**config.mk**
```make
export PLATFORM = sky130hd
export DESIGN_NAME = score_tracker_flat
export DESIGN_NICKNAME = d
export VERILOG_FILES = /design/src/rtl/score_tracker_if.sv /design/src/rtl/score_tracker.sv /design/src/flat_wrapper.sv
export SDC_FILE = /design/constraint.sdc
export NUM_CORES = 1
export LEC_CHECK = 0
export ABC_AREA = 1
export CAP_MARGIN = 20
export CELL_PAD_IN_SITES_DETAIL_PLACEMENT = 1
export CELL_PAD_IN_SITES_GLOBAL_PLACEMENT = 1
export CORE_MARGIN = 1
export CORE_UTILIZATION = 30
export CTS_CLUSTER_SIZE = 20
export DETAILED_ROUTE_END_ITERATION = 6
export PLACE_DENSITY = 0.75
export SLEW_MARGIN = 20
export SYNTH_ARGS = -nofsm -noshare
export SYNTH_HDL_FRONTEND = slang
export SYNTH_SLANG_ARGS = --single-unit
```
**constraint.sdc**
```tcl
create_clock -name clk -period 8.36 [get_ports clk]
set_clock_uncertainty 0.2 [all_clocks]
set_input_delay 1.672 -clock clk [delete_from_list [all_inputs] [get_ports clk]]
set_output_delay 1.672 -clock clk [all_outputs]
set_load 0.02 [all_outputs]
```
**src/rtl/score_tracker_if.sv**
```systemverilog
// Handshake bundle between the game controller and the score bookkeeping stage.
// Carries the event pulses in and the score/phase/display values out.
interface score_tracker_if;
    logic       i_start;
    logic       i_land_valid;
    logic       i_land_perfect;
    logic       i_game_over;
    logic       i_show_best;
    logic [9:0] o_score;
    logic [9:0] o_best;
    logic [3:0] o_combo;
    logic [1:0] o_state;
    logic       o_new_best;
    logic [9:0] o_disp_score;

    modport master (
        output i_start, i_land_valid, i_land_perfect, i_game_over, i_show_best,
        input  o_score, o_best, o_combo, o_state, o_new_best, o_disp_score
    );

    modport slave (
        input  i_start, i_land_valid, i_land_perfect, i_game_over, i_show_best,
        output o_score, o_best, o_combo, o_state, o_new_best, o_disp_score
    );
endinterface

```
**src/rtl/score_tracker.sv**
```systemverilog
// Jump-game score bookkeeping: landing points, perfect-landing combo, session best
// and the IDLE/PLAYING/OVER phase FSM feeding the score display.
module score_tracker #(
    parameter int unsigned MAX_SCORE = 999,
    parameter int unsigned MAX_COMBO = 8
) (
    input logic            clk,
    input logic            rst,
    score_tracker_if.slave bus
);

    localparam logic [10:0] SCORE_CAP = 11'(MAX_SCORE);
    localparam logic [3:0]  COMBO_CAP = 4'(MAX_COMBO);

    typedef enum logic [1:0] {
        StIdle    = 2'b00,
        StPlaying = 2'b01,
        StOver    = 2'b10
    } state_e;

    state_e     state_q, state_d;
    logic [9:0] score_q, score_d;
    logic [9:0] best_q, best_d;
    logic [3:0] combo_q, combo_d;
    logic       new_best_q, new_best_d;

    logic [3:0]  combo_inc;
    logic [10:0] score_add;
    logic [10:0] score_sum;
    logic [9:0]  score_land;

    // Landing arithmetic is done one bit wider so the clamp sees any overflow.
    always_comb begin
        combo_inc  = (combo_q >= COMBO_CAP) ? COMBO_CAP : combo_q + 4'd1;
        score_add  = bus.i_land_perfect ? {6'd0, combo_inc, 1'b0} : 11'd1;
        score_sum  = {1'b0, score_q} + score_add;
        score_land = (score_sum > SCORE_CAP) ? SCORE_CAP[9:0] : score_sum[9:0];
    end

    always_comb begin
        state_d    = state_q;
        score_d    = score_q;
        combo_d    = combo_q;
        best_d     = best_q;
        new_best_d = new_best_q;
        case (state_q)
            StIdle, StOver: begin
                if (bus.i_start) begin
                    state_d    = StPlaying;
                    score_d    = '0;
                    combo_d    = '0;
                    new_best_d = 1'b0;
                end
            end
            StPlaying: begin
                if (bus.i_land_valid) begin
                    score_d = score_land;
                    combo_d = bus.i_land_perfect ? combo_inc : 4'd0;
                end
                // A landing on the same edge counts toward the final score.
                if (bus.i_game_over) begin
                    state_d = StOver;
                    if (score_d > best_q) begin
                        best_d     = score_d;
                        new_best_d = 1'b1;
                    end
                end
            end
            default: state_d = StIdle;
        endcase
    end

    always_ff @(posedge clk or negedge rst) begin
        if (!rst) begin
            state_q    <= StIdle;
            score_q    <= '0;
            best_q     <= '0;
            combo_q    <= '0;
            new_best_q <= 1'b0;
        end else begin
            state_q    <= state_d;
            score_q    <= score_d;
            best_q     <= best_d;
            combo_q    <= combo_d;
            new_best_q <= new_best_d;
        end
    end

    assign bus.o_score    = score_q;
    assign bus.o_best     = best_q;
    assign bus.o_combo    = combo_q;
    assign bus.o_state    = state_q;
    assign bus.o_new_best = new_best_q;

    assign bus.o_disp_score = (state_q == StPlaying || !bus.i_show_best) ? score_q : best_q;

endmodule
```
**src/flat_wrapper.sv**
```systemverilog
// flat-port wrapper written by rule: the top's interface ports become plain ports
module score_tracker_flat 
#(
    parameter int unsigned MAX_SCORE = 999,
    parameter int unsigned MAX_COMBO = 8
)
  (clk, rst, bus_i_start, bus_i_land_valid, bus_i_land_perfect, bus_i_game_over, bus_i_show_best, bus_o_score, bus_o_best, bus_o_combo, bus_o_state, bus_o_new_best, bus_o_disp_score);
  score_tracker_if bus_i ();
  input logic clk;
  input logic rst;
  input wire logic [$bits(bus_i.i_start)-1:0] bus_i_start;
  input wire logic [$bits(bus_i.i_land_valid)-1:0] bus_i_land_valid;
  input wire logic [$bits(bus_i.i_land_perfect)-1:0] bus_i_land_perfect;
  input wire logic [$bits(bus_i.i_game_over)-1:0] bus_i_game_over;
  input wire logic [$bits(bus_i.i_show_best)-1:0] bus_i_show_best;
  output wire logic [$bits(bus_i.o_score)-1:0] bus_o_score;
  output wire logic [$bits(bus_i.o_best)-1:0] bus_o_best;
  output wire logic [$bits(bus_i.o_combo)-1:0] bus_o_combo;
  output wire logic [$bits(bus_i.o_state)-1:0] bus_o_state;
  output wire logic [$bits(bus_i.o_new_best)-1:0] bus_o_new_best;
  output wire logic [$bits(bus_i.o_disp_score)-1:0] bus_o_disp_score;
  assign bus_i.i_start = bus_i_start;
  assign bus_i.i_land_valid = bus_i_land_valid;
  assign bus_i.i_land_perfect = bus_i_land_perfect;
  assign bus_i.i_game_over = bus_i_game_over;
  assign bus_i.i_show_best = bus_i_show_best;
  assign bus_o_score = bus_i.o_score;
  assign bus_o_best = bus_i.o_best;
  assign bus_o_combo = bus_i.o_combo;
  assign bus_o_state = bus_i.o_state;
  assign bus_o_new_best = bus_i.o_new_best;
  assign bus_o_disp_score = bus_i.o_disp_score;
  score_tracker #(.MAX_SCORE(MAX_SCORE), .MAX_COMBO(MAX_COMBO)) u_core (.clk(clk), .rst(rst), .bus(bus_i));
endmodule
```
==> metrics, run 1 <==
RSZ-0062 raised after global routing=false; first-pass GRT wire length=roughly 11 mm; worst skew pair latency=0.28 ns; Syn Inst Count=320; design area=2750 µm²; mapped cell area=2170 µm²; most frequent cells after synthesis=nand2_1, inv_1, nand3_1; Die X=87.0 µm; most frequent cell after synthesis=nand2_1; final hold viol count=0; I/O Buffers=43; Clock Sinks=27; number of synthesized flops with an enable pin=0; Worst Max-Slew Pin Slew=0.806 ns; pre-CTS WS=2.12 ns; Worst EP arrival=~5.9 ns; Max FO, Critical Path=14; asr flop ratio synth=between 90% and 100%; I/O pin cnt=44; required time of the critical path=8.34 ns; die footprint=between 7000 and 8000 µm²; DRT Pass-1 Iters=4; initial antenna violation count=0; FF+latch count, synth=27; hpwl dp=5.28 mm; Synth area leaders=dfrtp_1, nand2_1, ha_1; CTS tree=built; final setup violation count=0; Mean Syn Cell Area=6.77 µm²; Reg clk slew, reported paths=0.10 ns; share of cells above drive strength 1=9.64%; share of the synthesized area in the top cell type=31.2%; # rows=30; wirelength, routed=6.45 mm; largest net degree at the start of global routing=28; Primary FF master, synth=dfrtp_1; Die H=87.0 µm; pwr/cell area=349 nW/µm²; Hold Slack=0.303 ns; n_diodes=0; DR WL/cell=14.1 µm; max-cap violations=0; H-tree depth=1; Core ar.=6870 µm²; Via density=4.81; biggest area consumer among synthesized cells=dfrtp_1; Slew Limit Headroom=46.1%; Area after DPL=about 2700 µm²; fmax=170 MHz; final worst path period share=70.5%; Final ANT Viol Nets=0; total grt overflow=0; CP max stage delay=between 0.5 and 0.6 ns; register area share after synthesis=31.2%; Final Net Count=389; initial core utilization=31.5%; root buf cell=clkbuf_8; setup tns final=0 ns; CP Launch Type=input port; PostCTS Resize Cnt=0; TritonCTS buffer count=3; Worst Path Class, Setup=input port to flip-flop; Setup WS post-layout=~2.5 ns; hold_buf cts=0; routed vias=about 2,200; Synth Warn #=0; Post-CTS Repair Setup Buffers=0; Slew Viols, Final=0; library cells used by synthesis=29; gpl congestion=0.817; Max Root-Sink Buffers=2; Worst Setup End Kind=flip-flop; vias in the first global route=2,263; Global Route Usage Sum=18.4%; status=completed; CP dominant cell by count=nand2_1; worst min path class=flip-flop to flip-flop; Leak=1.42 nW; R2R setup slack=3.90 ns; DRT iter0 DRCs=between 40 and 50; syn nets=345; drt drc=0; Slowest-stage cell, CP=nor2_2; crit path time final=5.90 ns; Peak supply drop=0.134 mV; area grow syn2layout=26.7%
worst paths after layout:
path                                  startpoint                     to  depth (start not counted)
max                           bus_i_land_perfect   u_core.bus.o_best[8]                         29
min                        u_core.bus.o_new_best  u_core.bus.o_new_best                          2
max reg2reg                u_core.bus.o_combo[0]   u_core.bus.o_best[8]                         26
min reg2reg                u_core.bus.o_new_best  u_core.bus.o_new_best                          2
max in group asynchronous                    rst   u_core.bus.o_best[9]                          2
min in group asynchronous                    rst  u_core.bus.o_score[5]                          2
worst max-delay path, delay by kind of cell:
| family | cells | cell delay (ns) |
|---|---|---|
| adder cells (fa/ha/maj) | 2 | 0.69 |
| AO/OA/AOI/OAI | 2 | 0.22 |
| AND/OR/NAND/NOR | 18 | 2.17 |
| buffers and inverters | 7 | 1.10 |
layout make-up:
class	count	area (µm²)
Timing Repair Buffer	44	438
Sequential cell	27	676
Inverter	49	184
Clock buffer	3	41.3
Clock inverter	1	5.00
Fill cell	882	4120
Tap cell	96	120
Multi-Input combinational cell	239	1280
report_power, final:
part / internal [mW] / switching (mW) / leakage, nW
logic: 0.259 / 0.379 / 1.04
registers: 0.181 / 0.0632 / 0.354
clock network: 0.0335 / 0.0440 / 0.0255
total: 0.473 / 0.486 / 1.42
cell families after synthesis:
kind of cell	Yosys count	share of synthesized area, %
AOI/OAI and AO/OA	33	9.30
adders and majority gates	18	10.7
buffers and inverters	54	9.65
DFF	27	31.2
muxes	1	0.520
and+or+nand+nor	187	38.6
routing by layer:
metal / wire length (µm) / GRT usage [%] / part of all wire [%] / up-vias
li1: - / - / - / 1105
met2: 3140 / 33.1 / 49 / 40
met3: 217 / 2.75 / 3.4 / 7
met1: 3030 / 23.5 / 47 / 1056
met4: 63 / 3.48 / 0.98 / 0
met5: 0 / 0 / 0 / -
cell usage in the layout (no fill, tap or decap), types with 6 or more instances in the layout:
cell type	instances
nand3_2	6
o21ai_0	12
a21oi_1	7
clkdlybuf4s50_1	43
nor2_1	19
nand2_1	117
dfrtp_1	27
inv_1	44
nand3_1	30
ha_1	17
through the flow:
step                      util (%)  power (mW)  instances
after floorplan                  -       0.628        320
after global placement        39.3       0.873        455
after detailed placement      39.3       0.889        455
after CTS                     40.0       0.971        459
after global routing          40.0        1.05        459
final                         40.0       0.959        459
sequential cells by signal, summed over array words and instances (netlist names):
register and cells:
u_core.bus.o_state 2, u_core.bus.o_best 10, u_core.bus.o_new_best 1, u_core.bus.o_score 10, u_core.bus.o_combo 4
(Power assumes the default switching activity.)
==> run 2: changes to the inputs <==
==> constraint.sdc (replaced) <==
create_clock -name clk -period 5.87 [get_ports clk]
set_clock_uncertainty 0.2 [all_clocks]
set_input_delay 1.174 -clock clk [delete_from_list [all_inputs] [get_ports clk]]
set_output_delay 1.174 -clock clk [all_outputs]
set_load 0.02 [all_outputs]
==> run 2 against run 1 <==
Routed wire length up 0.42%. Global-route usage up 0.47 points. Via count down 1.4%. Core utilization up 0.22 points. Total power up 43%. Critical endpoint unchanged. Worst setup slack worse by 1.6 ns. Sequential cell count unchanged. Final area up 0.55%. First-iteration DRC count up 74%. Non-clock buffer count up 2.
==> metrics, run 2 (same netlist as run 1, synthesis figures left out) <==
status=completed; CP Launch Type=input port; Worst EP arrival=5.01 ns; routed vias=2,176; PostCTS Resize Cnt=0; Peak supply drop=about 0.20 mV; DRT iter0 DRCs=75; Reg clk slew, reported paths=0.10 ns; Pint=677 µW; Worst Path Class, Setup=input port to flip-flop; initial core utilization=31.5%; Final ANT Viol Nets=0; I/O Buffers=43; combinational share of power=about 67%; TritonCTS buffer count=3; sequential share of power=25.5%; DR WL/cell=14.1 µm; total grt overflow=0; hold_buf cts=0; root buf cell=clkbuf_8; worst min path class=flip-flop to flip-flop; most frequent cells in the layout=nand2_1, inv_1, clkdlybuf4s50_1, nand3_1, dfrtp_1; total chip power=1.37 mW; DRT Pass-1 Iters=4; met2 GRT Util=approximately a third; wirelength, routed=6.48 mm; area grow syn2layout=27.4%; max-cap violations=0; crit path time final=4.99 ns; final cell count without fillers=461; CP dominant cell by count=nand2_1; commonest non-fill, non-tap cell in the layout=nand2_1; I/O pin cnt=between 40 and 50; gpl congestion=0.841; Switching Fraction=a little over 50%; largest net degree at the start of global routing=28; Clock power frac=about 8%; Die X=87.0 µm; Most Used Layer, Global Route=met2; RSZ-0062 raised after global routing=false; share of cells above drive strength 1=10.1%; Final Net Count=391; Clock Sinks=27; # rows=30; required time of the critical path=5.89 ns; worst skew pair latency=0.28 ns; R2R setup slack=~1.8 ns; Leak=1.43 nW; final hold viol count=0; initial antenna violation count=0; hpwl dp=5.31 mm; Worst Setup End Kind=flip-flop; drt drc=0; M3 GR Usage=2.27%; H-tree depth=1; CP max stage delay=0.45 ns; routing usage on met1=25.2%; Worst Max-Slew Pin Slew=approximately 0.63 ns; Core ar.=just under 7000 µm²; vias in the first global route=between 2,000 and 2,500; setup tns final=0 ns; n_diodes=0; final setup violation count=0; Post-CTS Repair Setup Buffers=0; pwr/cell area=498 nW/µm²; Die H=87.0 µm; Slew Viols, Final=0; Max Root-Sink Buffers=2; fmax=200 MHz; Cells after DPL=457; P_sw=697 µW; Slowest-stage cell, CP=clkdlybuf4s50_1; die footprint=7560 µm²; first-pass GRT wire length=11.1 mm; CTS tree=built; Max FO, Critical Path=9; Final Util=40.2%; Slew Limit Headroom=between 50% and 60%; final worst path period share=85.1%; Via density=4.72; Global Route Usage Sum=18.9%
-- run 2: through the flow --
stage	setup WS (ns)	cell area, µm²	hold slack [ns]
after global placement	0.747	2710	0.298
after global routing	0.375	2760	0.343
after detailed placement	0.577	2710	0.271
final	0.876	2760	0.292
after floorplan	1.56	2170	0.376
after CTS	0.848	2760	0.299
-- run 2: worst max-delay path, delay by kind of cell --
family | cells | cell delay, ns
compound gates | 2 | 0.25
fa+ha+maj | 2 | 0.69
buf+inv | 7 | 1.00
simple gates | 18 | 1.88
-- run 2: final timing paths --
kind                       cells past startpoint                    end                   from
min in group asynchronous                      2   u_core.bus.o_best[3]                    rst
setup reg to reg                              26   u_core.bus.o_best[8]  u_core.bus.o_combo[0]
max in group asynchronous                      2  u_core.bus.o_score[4]                    rst
setup / recovery                              29   u_core.bus.o_best[8]     bus_i_land_perfect
hold / removal                                 2  u_core.bus.o_new_best  u_core.bus.o_new_best
hold reg to reg                                2  u_core.bus.o_new_best  u_core.bus.o_new_best
-- run 2: final cells by class --
class	instances	area [µm²]
Fill cell	883	4110
Multi-Input combinational cell	239	1280
Sequential cell	27	676
Timing Repair Buffer	46	453
Inverter	49	184
Tap cell	96	120
Clock buffer	3	41.3
Clock inverter	1	5.00
-- run 2: power groups by stage --
stage	logic, mW	clock network [mW]	registers (mW)
after floorplan	0.482	0	0.413
after global placement	0.897	0	0.354
after CTS	0.925	0.114	0.352
after global routing	1.03	0.119	0.363
final	0.915	0.109	0.350
after detailed placement	0.920	0	0.355
-- run 2: layer usage --
metal | routed length (µm) | vias to the layer above
li1 | - | 1105
met5 | 0 | -
met2 | 3100 | 35
met1 | 3160 | 1032
met3 | 170 | 4
met4 | 52 | 0
